==> config.mk <==
export PLATFORM = sky130hd
export DESIGN_NAME = graph_chk_counter
export DESIGN_NICKNAME = d
export VERILOG_FILES = /design/src/rtl/graph_chk_counter.sv
export SDC_FILE = /design/constraint.sdc
export NUM_CORES = 1
export LEC_CHECK = 0
export CAP_MARGIN = 20
export CORE_MARGIN = 4
export CORE_UTILIZATION = 53
export CTS_CLUSTER_DIAMETER = 80
export DETAILED_ROUTE_END_ITERATION = 8
export PLACE_DENSITY = 0.82
export SETUP_SLACK_MARGIN = 0.3
export SLEW_MARGIN = 20
export SYNTH_ARGS = -nofsm -noshare
export SYNTH_HDL_FRONTEND = slang
export SYNTH_SLANG_ARGS = --single-unit
==> constraint.sdc <==
create_clock -name clk -period 4.9 [get_ports clk]
set_input_delay 1.47 -clock clk [delete_from_list [all_inputs] [get_ports clk]]
set_output_delay 1.47 -clock clk [all_outputs]
set_load 0.05 [all_outputs]
==> src/rtl/graph_chk_counter.sv <==
// Saturating, synchronously clearable up-counter.
module graph_chk_counter #(
   parameter int CNT_W = 16
) (
   input  logic             clk,
   input  logic             rst,
   input  logic             clear,
   input  logic             inc,
   output logic [CNT_W-1:0] count
);

   always_ff @(posedge clk or negedge rst) begin
      if (!rst) begin
         count <= '0;
      end else if (clear) begin
         count <= '0;
      end else if (inc && (count != '1)) begin
         count <= count + CNT_W'(1);
      end
   end

endmodule

==> impl_metrics.tcl, run 1 <==
set metrics [dict create \
    final_area_um2 1170 \
    post_cts_resized 0 \
    drtPass1Iterations 4 \
    dp_slack_ns 1.68 \
    clk_pin_slew_worst_paths_ns 0.10 \
    top_regs "count: 16 flops" \
    power.share.sequential_pct 55.0 \
    die_area_um2 2520 \
    ctsHoldBuffers 0 \
    setup_slack_ns 1.78 \
    cts_made_buffers 3 \
    leakage_nw 0.459 \
    critPathCaptureType "output pin" \
    place_congestion 0.824 \
    largest_register "count" \
    cts_setup_buffers 0 \
    drt_iter0_drc 34 \
    switching_share_pct 24.8 \
    ios 20 \
    max_cap_viol_count 0 \
    area_delta_synth_final_pct 24.4 \
    reg2reg_to "count[15]" \
    placed_cells 136 \
    io_buffers 19 \
    hold_violations 0 \
    die_h_um 50.2 \
    synth_fa_ha_area_share_pct 1.33 \
    start_util_pct 59.1 \
    peakVddDrop_v 0.000159 \
    dpl_cell_area_um2 1140 \
    worstSetupPathType "flop to output pin" \
    wl_per_cell_um 15.3 \
    min_to "count[14]" \
    synth-compound-area-share_pct 16.2 \
    setup_viol 0 \
    start_kind "flop" \
    max_stage_delay_ns 0.86 \
    path_buf_inv 1 \
    fillers 113 \
    critPathRequiredTime_ns 3.43 \
    clock_latency_ns 0.29 \
    synth.distinct_cells 28 \
    syn-num-nets 103 \
    finClkSkew_ns 0.00463 \
    largest_reg_flops 16 \
    cts_tree "done" \
    grt_pass1_vias 780 \
    grt_pass1_wl_um 3620 \
    comb_power_share_pct 8.3 \
    drive_above_1_share_pct 11.2 \
    mostFrequentLayoutCells "clkdlybuf4s50_1 (19), dfrtp_1 (16), a21oi_1 (11)" \
    netlist_area_um2 942 \
    drc 0 \
    max_freq_mhz 321 \
    worst_slew_pin_slew_ns 0.834 \
    crit_fanout 8 \
    clock_path_buffers 2 \
    antenna_left 0 \
    hp-start "count[14]" \
    antenna_cells 0 \
    powerDensity_nw_per_um2 209 \
    synthCells 98 \
    p_switching_uw 60.9 \
    finalCritPeriodShare_pct 63.6 \
    vias 868 \
    dp_hpwl_um 1470 \
    crit_family "buffers and inverters" \
    antenna_found_initial 0 \
    fin_cells 140 \
    synth-seq-cells 16 \
    htree_levels 1 \
    path_cells "clkdlybuf4s50_1" \
    cts-root-buf "clkbuf_4" \
    ys_warn_count 0 \
    hold_class "flop to flop" \
    routed_via_density 6.20 \
    grt_usage_pct 18.0 \
    finalCriticalPeriod_ns 3.12 \
    core_um2 1590 \
    wl_um 2150 \
    overflow 0 \
    slew_violations 0 \
    yosys.area_share.simple_pct 31.2 \
    reg2reg_slack_ns 2.66 \
    grt_start_max_net_pins 23 \
    setup_tns_ns 0 \
    layout_commonest_cell "clkdlybuf4s50_1" \
    cts_sinks 16 \
    synth_mux_area_share_pct 4.78 \
    fp.dieW_um 50.2 \
    p_clk_share_pct 36.7 \
    ys_seq_area_share_pct 42.5 \
    seqCellArea_um2 400 \
    multi_input_area_um2 504 \
    cp_slowest_cell "clkdlybuf4s50_1" \
    synth_top_family_by_area "simple AND/OR/NAND/NOR gates" \
    status "finished, final reports clean" \
    syn_area_per_cell_um2 9.61 \
    r2r_cells 5 \
    relSlewSlack_pct 44.0 \
    rows 14 \
    synth-xor-area-share_pct 0 \
    fin_nets 122 \
    rsz0062_at_grt "no" \
    arrival_ns 1.65 \
    r2r_start "count[0]" \
    holdPathStages 2 \
    p_int_uw 185 \
]
-- worst max-delay path by stage --
stage	startpoint	end	slack [ns]	cells past startpoint
after floorplan	inc	count[3]	2.38	4
after global placement	inc	count[3]	1.74	4
after detailed placement	inc	count[3]	1.68	4
after CTS	count[2]	count[2]	1.79	1
after global routing	count[2]	count[2]	1.71	1
final	count[2]	count[2]	1.78	1
-- power groups by stage --
stage	combinational (mW)	clock, mW	sequential [mW]
after global placement	0.0205	0	0.137
final	0.0204	0.0901	0.135
after CTS	0.0206	0.0906	0.135
after global routing	0.0222	0.100	0.135
after floorplan	0.00745	0	0.141
after detailed placement	0.0205	0	0.138
-- layout make-up --
| class | instances | area share, % |
|---|---|---|
| tap | 24 | 2.56 |
| multi-input combinational | 74 | 43.0 |
| clock buffer | 4 | 3.09 |
| timing repair buffer | 19 | 16.2 |
| inverter | 3 | 0.961 |
| sequential | 16 | 34.2 |
-- cells in the mapped netlist --
master    count  area (µm²)
a211oi_2      1        12.5
a21oi_1      11        55.1
and3_1        2        12.5
and4_2        2        20.0
buf_6         1        11.3
clkbuf_1      4        15.0
dfrtp_1      16         400
ha_1          1        12.5
inv_1         3        11.3
mux2_1        4        45.0
nand2_1       6        22.5
nand3_1       3        15.0
nand3b_1      1        7.51
nand4_1       6        37.5
nand4_2       1        12.5
nor2_1        4        15.0
nor2b_1       4        25.0
nor3_1        1        5.00
nor4_1        4        25.0
nor4_4        1        21.3
o211ai_2      1        12.5
o21ai_0       1        5.00
o21ai_1       3        15.0
o31ai_1       7        52.6
or3_1         2        12.5
or3_2         1        7.51
or4_1         5        37.5
or4_2         2        17.5
-- through the flow --
stage	hold WS (ns)	total power, mW	utilization (%)
2_1_floorplan	0.809	0.149	-
3_3_place_gp	0.575	0.158	71.3
3_5_place_dp	0.594	0.158	71.3
4_1_cts	0.609	0.246	73.5
5_1_grt	0.640	0.258	73.5
6_report	0.606	0.245	73.5
-- cell families after synthesis --
logic type,after synthesis
multiplexers,4
AO/OA/AOI/OAI,24
adder cells (fa/ha/maj),1
buffers and inverters,8
AND/OR/NAND/NOR,45
flip-flops,16
-- per-layer routing --
layer / track usage, % / share of wire [%] / vias to the layer above
met3: 1.78 / 5.5 / 6
met5: 0 / 0 / -
met4: 6.45 / 1.1 / 0
li1: - / - / 418
met2: 27.6 / 48 / 32
met1: 26.4 / 45 / 412
(Power assumes the default switching activity.)
==> run 2, diff against run 1 <==
--- a/config.mk
+++ b/config.mk
@@ -7,10 +7,10 @@
 export LEC_CHECK = 0
 export CAP_MARGIN = 20
 export CORE_MARGIN = 4
-export CORE_UTILIZATION = 53
+export CORE_UTILIZATION = 49
 export CTS_CLUSTER_DIAMETER = 80
 export DETAILED_ROUTE_END_ITERATION = 8
-export PLACE_DENSITY = 0.82
+export PLACE_DENSITY = 0.76
 export SETUP_SLACK_MARGIN = 0.3
 export SLEW_MARGIN = 20
 export SYNTH_ARGS = -nofsm -noshare
==> constraint.sdc (replaced) <==
create_clock -name clk -period 3.2 [get_ports clk]
set_input_delay 0.96 -clock clk [delete_from_list [all_inputs] [get_ports clk]]
set_output_delay 0.96 -clock clk [all_outputs]
set_load 0.05 [all_outputs]
==> impl_metrics.tcl, run 2 (synthesized netlist as in run 1, its figures left out) <==
set metrics [dict create \
    max_stage_delay_ns 0.86 \
    reg2reg_slack_ns 0.90 \
    layout_commonest_cell "clkdlybuf4s50_1" \
    setup_viol 0 \
    crit_family "buffers and inverters" \
    seqCellArea_um2 400 \
    die_area_um2 2690 \
    io_buffers 19 \
    path_cells "clkdlybuf4s50_1" \
    antenna_cells 0 \
    placed_cells 138 \
    final_area_um2 1170 \
    cp_slowest_cell "clkdlybuf4s50_1" \
    mostFrequentLayoutCells "clkdlybuf4s50_1 (19), dfrtp_1 (16), a21oi_1 (11)" \
    arrival_ns 1.64 \
    fin_nets 123 \
    reg2reg_to "count[15]" \
    rows 15 \
    cts_made_buffers 3 \
    hold_class "flop to flop" \
    finClkSkew_ns 0.00395 \
    setup_slack_ns 0.599 \
    ctsHoldBuffers 0 \
    drive_above_1_share_pct 11.2 \
    top_regs "count: 16 flops" \
    core_um2 1780 \
    slew_violations 0 \
    min_to "count[1]" \
    antenna_found_initial 0 \
    die_h_um 51.9 \
    max_freq_mhz 384 \
    fp.dieW_um 51.9 \
    clk_pin_slew_worst_paths_ns 0.10 \
    wl_um 2240 \
    cts-root-buf "clkbuf_4" \
    ios 20 \
    powerDensity_nw_per_um2 299 \
    fin_cells 141 \
    cts_sinks 16 \
    area_delta_synth_final_pct 23.9 \
    max_cap_viol_count 0 \
    crit_fanout 8 \
    drt_iter0_drc 11 \
    final_util_pct 65.5 \
    r2r_cells 5 \
    finalCritPeriodShare_pct 81.3 \
    place_congestion 0.802 \
    overflow 0 \
    critPathRequiredTime_ns 2.24 \
    clock_path_buffers 2 \
    htree_levels 1 \
    fillers 148 \
    grt_start_max_net_pins 23 \
    setup_tns_ns 0 \
    vias 882 \
    grt_pass1_vias 824 \
    dp_slack_ns 0.503 \
    total_power_uw 349 \
    grt_usage_pct 19.1 \
    hold_violations 0 \
    finalCriticalPeriod_ns 2.60 \
    dp_hpwl_um 1530 \
    grt_pass1_wl_um 3800 \
    multi_input_area_um2 504 \
    largest_register "count" \
    clock_latency_ns 0.29 \
    largest_reg_flops 16 \
    dpl_cell_area_um2 1140 \
    relSlewSlack_pct 41.7 \
    antenna_left 0 \
    drc 0 \
    hp-start "count[1]" \
    peakVddDrop_v 0.000221 \
    status "finished, final reports clean" \
    wl_per_cell_um 15.9 \
    worst_slew_pin_slew_ns 0.868 \
    critPathCaptureType "output pin" \
    post_cts_resized 0 \
    whs_ns 0.616 \
    cts_tree "done" \
    cts_setup_buffers 0 \
    path_buf_inv 1 \
    rsz0062_at_grt "no" \
    holdPathStages 2 \
    start_kind "flop" \
    routed_via_density 6.26 \
    start_util_pct 52.8 \
    leakage_nw 0.456 \
    drtPass1Iterations 4 \
    r2r_start "count[0]" \
    worstSetupPathType "flop to output pin" \
]
-- run 2: cell types whose count changed in the layout (fill, tap and decap cells not counted) --
cell,previous run,this run
clkbuf_8,1,0
buf_4,0,1
-- run 2: how the worst max path moves through the flow --
| stage | startpoint | to | slack, ns | cells after the start |
|---|---|---|---|---|
| after global placement | inc | count[3] | 0.56 | 4 |
| after CTS | count[7] | count[7] | 0.60 | 1 |
| final | count[7] | count[7] | 0.60 | 1 |
| after detailed placement | inc | count[3] | 0.50 | 4 |
| after global routing | count[7] | count[7] | 0.53 | 1 |
| after floorplan | count[0] | count[15] | 1.08 | 5 |
-- run 2: report_power, final --
group / switching [mW] / total [mW] / internal [mW] / leakage [nW]
Combinational: 0.0222 / 0.0326 / 0.0104 / 0.220
Clock: 0.0664 / 0.110 / 0.0438 / 0.0138
Sequential: 0.00252 / 0.206 / 0.204 / 0.222
-- run 2: cell type report --
cell class	count	share of cell area [%]
well taps	25	2.68
repair buffers	20	16.9
multi-input cells	74	43.2
clock buffers	3	1.93
flip-flops and latches	16	34.3
inverters	3	0.965
-- run 2: layer usage --
layer  routed length (µm)  track usage [%]
met1                 1040             24.7
met2                 1060             31.6
met3                  119             3.72
met4                   21             6.55
met5                    0                0
==> run 3, diff against run 2 <==
==> constraint.sdc (replaced) <==
create_clock -name clk -period 2.64 [get_ports clk]
set_input_delay 0.792 -clock clk [delete_from_list [all_inputs] [get_ports clk]]
set_output_delay 0.792 -clock clk [all_outputs]
set_load 0.05 [all_outputs]
==> impl_metrics.tcl, run 3 (synthesized netlist as in run 1, its figures left out) <==
set metrics [dict create \
    hold_violations 0 \
    fin_nets 125 \
    wl_um 2280 \
    antenna_left 0 \
    grt_usage_pct 20.1 \
    relSlewSlack_pct 50.2 \
    peakVddDrop_v 0.000284 \
    place_congestion 0.803 \
    fp.dieW_um 51.9 \
    status "finished, final reports clean" \
    antenna_found_initial 0 \
    drtPass1Iterations 4 \
    layout_commonest_cell "dfrtp_1" \
    slew_violations 0 \
    setup_viol 0 \
    critPathRequiredTime_ns 2.85 \
    clk_pin_slew_worst_paths_ns 0.10 \
    max_freq_mhz 462 \
    grt_start_max_net_pins 17 \
    cts_sinks 16 \
    largest_reg_flops 16 \
    routed_via_density 6.22 \
    clock_latency_ns 0.28 \
    multi_input_area_um2 504 \
    dpl_cell_area_um2 1160 \
    antenna_cells 0 \
    ctsHoldBuffers 0 \
    drive_above_1_share_pct 12.7 \
    placed_cells 140 \
    final_area_um2 1180 \
    grt_pass1_wl_um 4020 \
    finalCriticalPeriod_ns 2.16 \
    start_kind "input pin" \
    powerDensity_nw_per_um2 360 \
    largest_register "count" \
    dp_hpwl_um 1590 \
    start_util_pct 52.8 \
    hold_class "flop to flop" \
    setup_tns_ns 0 \
    fillers 161 \
    die_area_um2 2690 \
    grt_pass1_vias 829 \
    crit_fanout 13 \
    finalCritPeriodShare_pct 81.9 \
    mostFrequentLayoutCells "dfrtp_1 (16), dlygate4sd2_1 (12), a21oi_1 (11)" \
    htree_levels 1 \
    worst_slew_pin_slew_ns 0.745 \
    overflow 0 \
    rsz0062_at_grt "no" \
    cts_tree "done" \
    worstSetupPathType "input pin to flop" \
    rows 15 \
    cts_made_buffers 3 \
    top_regs "count: 16 flops" \
    ios 20 \
    finClkSkew_ns 0.00149 \
    vias 889 \
    leakage_nw 0.597 \
    io_buffers 19 \
    fin_cells 143 \
    drc 0 \
    clock_path_buffers 2 \
    area_delta_synth_final_pct 25.0 \
    reg2reg_slack_ns 0.53 \
    die_h_um 51.9 \
    cts_setup_buffers 0 \
    seqCellArea_um2 400 \
    drt_iter0_drc 14 \
    core_um2 1780 \
    max_cap_viol_count 0 \
    critPathCaptureType "flop" \
    arrival_ns 2.37 \
    wl_per_cell_um 15.9 \
    cts-root-buf "clkbuf_4" \
]
## run 3: layout make-up
type                    instances  area share, %
multi-input cells              74           42.8
inverters                       3          0.956
flip-flops and latches         16           34.0
clock buffers                   3           1.91
well taps                      25           2.66
repair buffers                 22           17.6
## run 3: timing repair
item                                    in CTS  in global routing
hold endpoints to repair                     0                  0
gates resized for setup                     12                  4
endpoints found under the setup margin      12                  4
pin swaps                                    0                  0
## run 3: power by group
part	leakage [nW]	internal, mW	switching (mW)	total [mW]
Clock	0.0138	0.0529	0.0809	0.134
Sequential	0.222	0.247	0.00330	0.250
Combinational	0.361	0.0124	0.0275	0.0399
## run 3: worst paths after layout
path | startpoint | end | depth (start not counted)
setup / recovery | inc | count[10] | 5
hold / removal | count[14] | count[14] | 2
setup reg to reg | count[0] | count[15] | 5
hold reg to reg | count[14] | count[14] | 2
max in group asynchronous | rst | count[6] | 1
min in group asynchronous | rst | count[15] | 1
## run 3: routing by layer
| layer | vias up | part of all wire [%] | routed length, µm | track usage, % |
|---|---|---|---|---|
| li1 | 419 | - | - | - |
| met1 | 443 | 47 | 1070 | 27.7 |
| met2 | 23 | 47 | 1070 | 32.2 |
| met3 | 4 | 4.9 | 111 | 3.72 |
| met4 | 0 | 1.1 | 24 | 5.24 |
| met5 | - | 0 | 0 | 0 |
## run 3: critical path: stages
cell and delay [ns]:
clkdlybuf4s50_1 0.53, inv_1 0.17, buf_4 0.22, or4_1 0.50
a21oi_1 0.15
## run 3: per-stage QoR
step / total power, mW / setup slack [ns] / hold WS [ns] / util [%]
after global routing: 0.442 / 0.378 / 0.651 / 66.0
after detailed placement: 0.297 / 0.184 / 0.608 / 65.1
final: 0.424 / 0.477 / 0.614 / 66.0
after global placement: 0.295 / 0.264 / 0.576 / 65.1
after CTS: 0.427 / 0.307 / 0.616 / 65.5
after floorplan: 0.276 / 0.524 / 0.496 / -
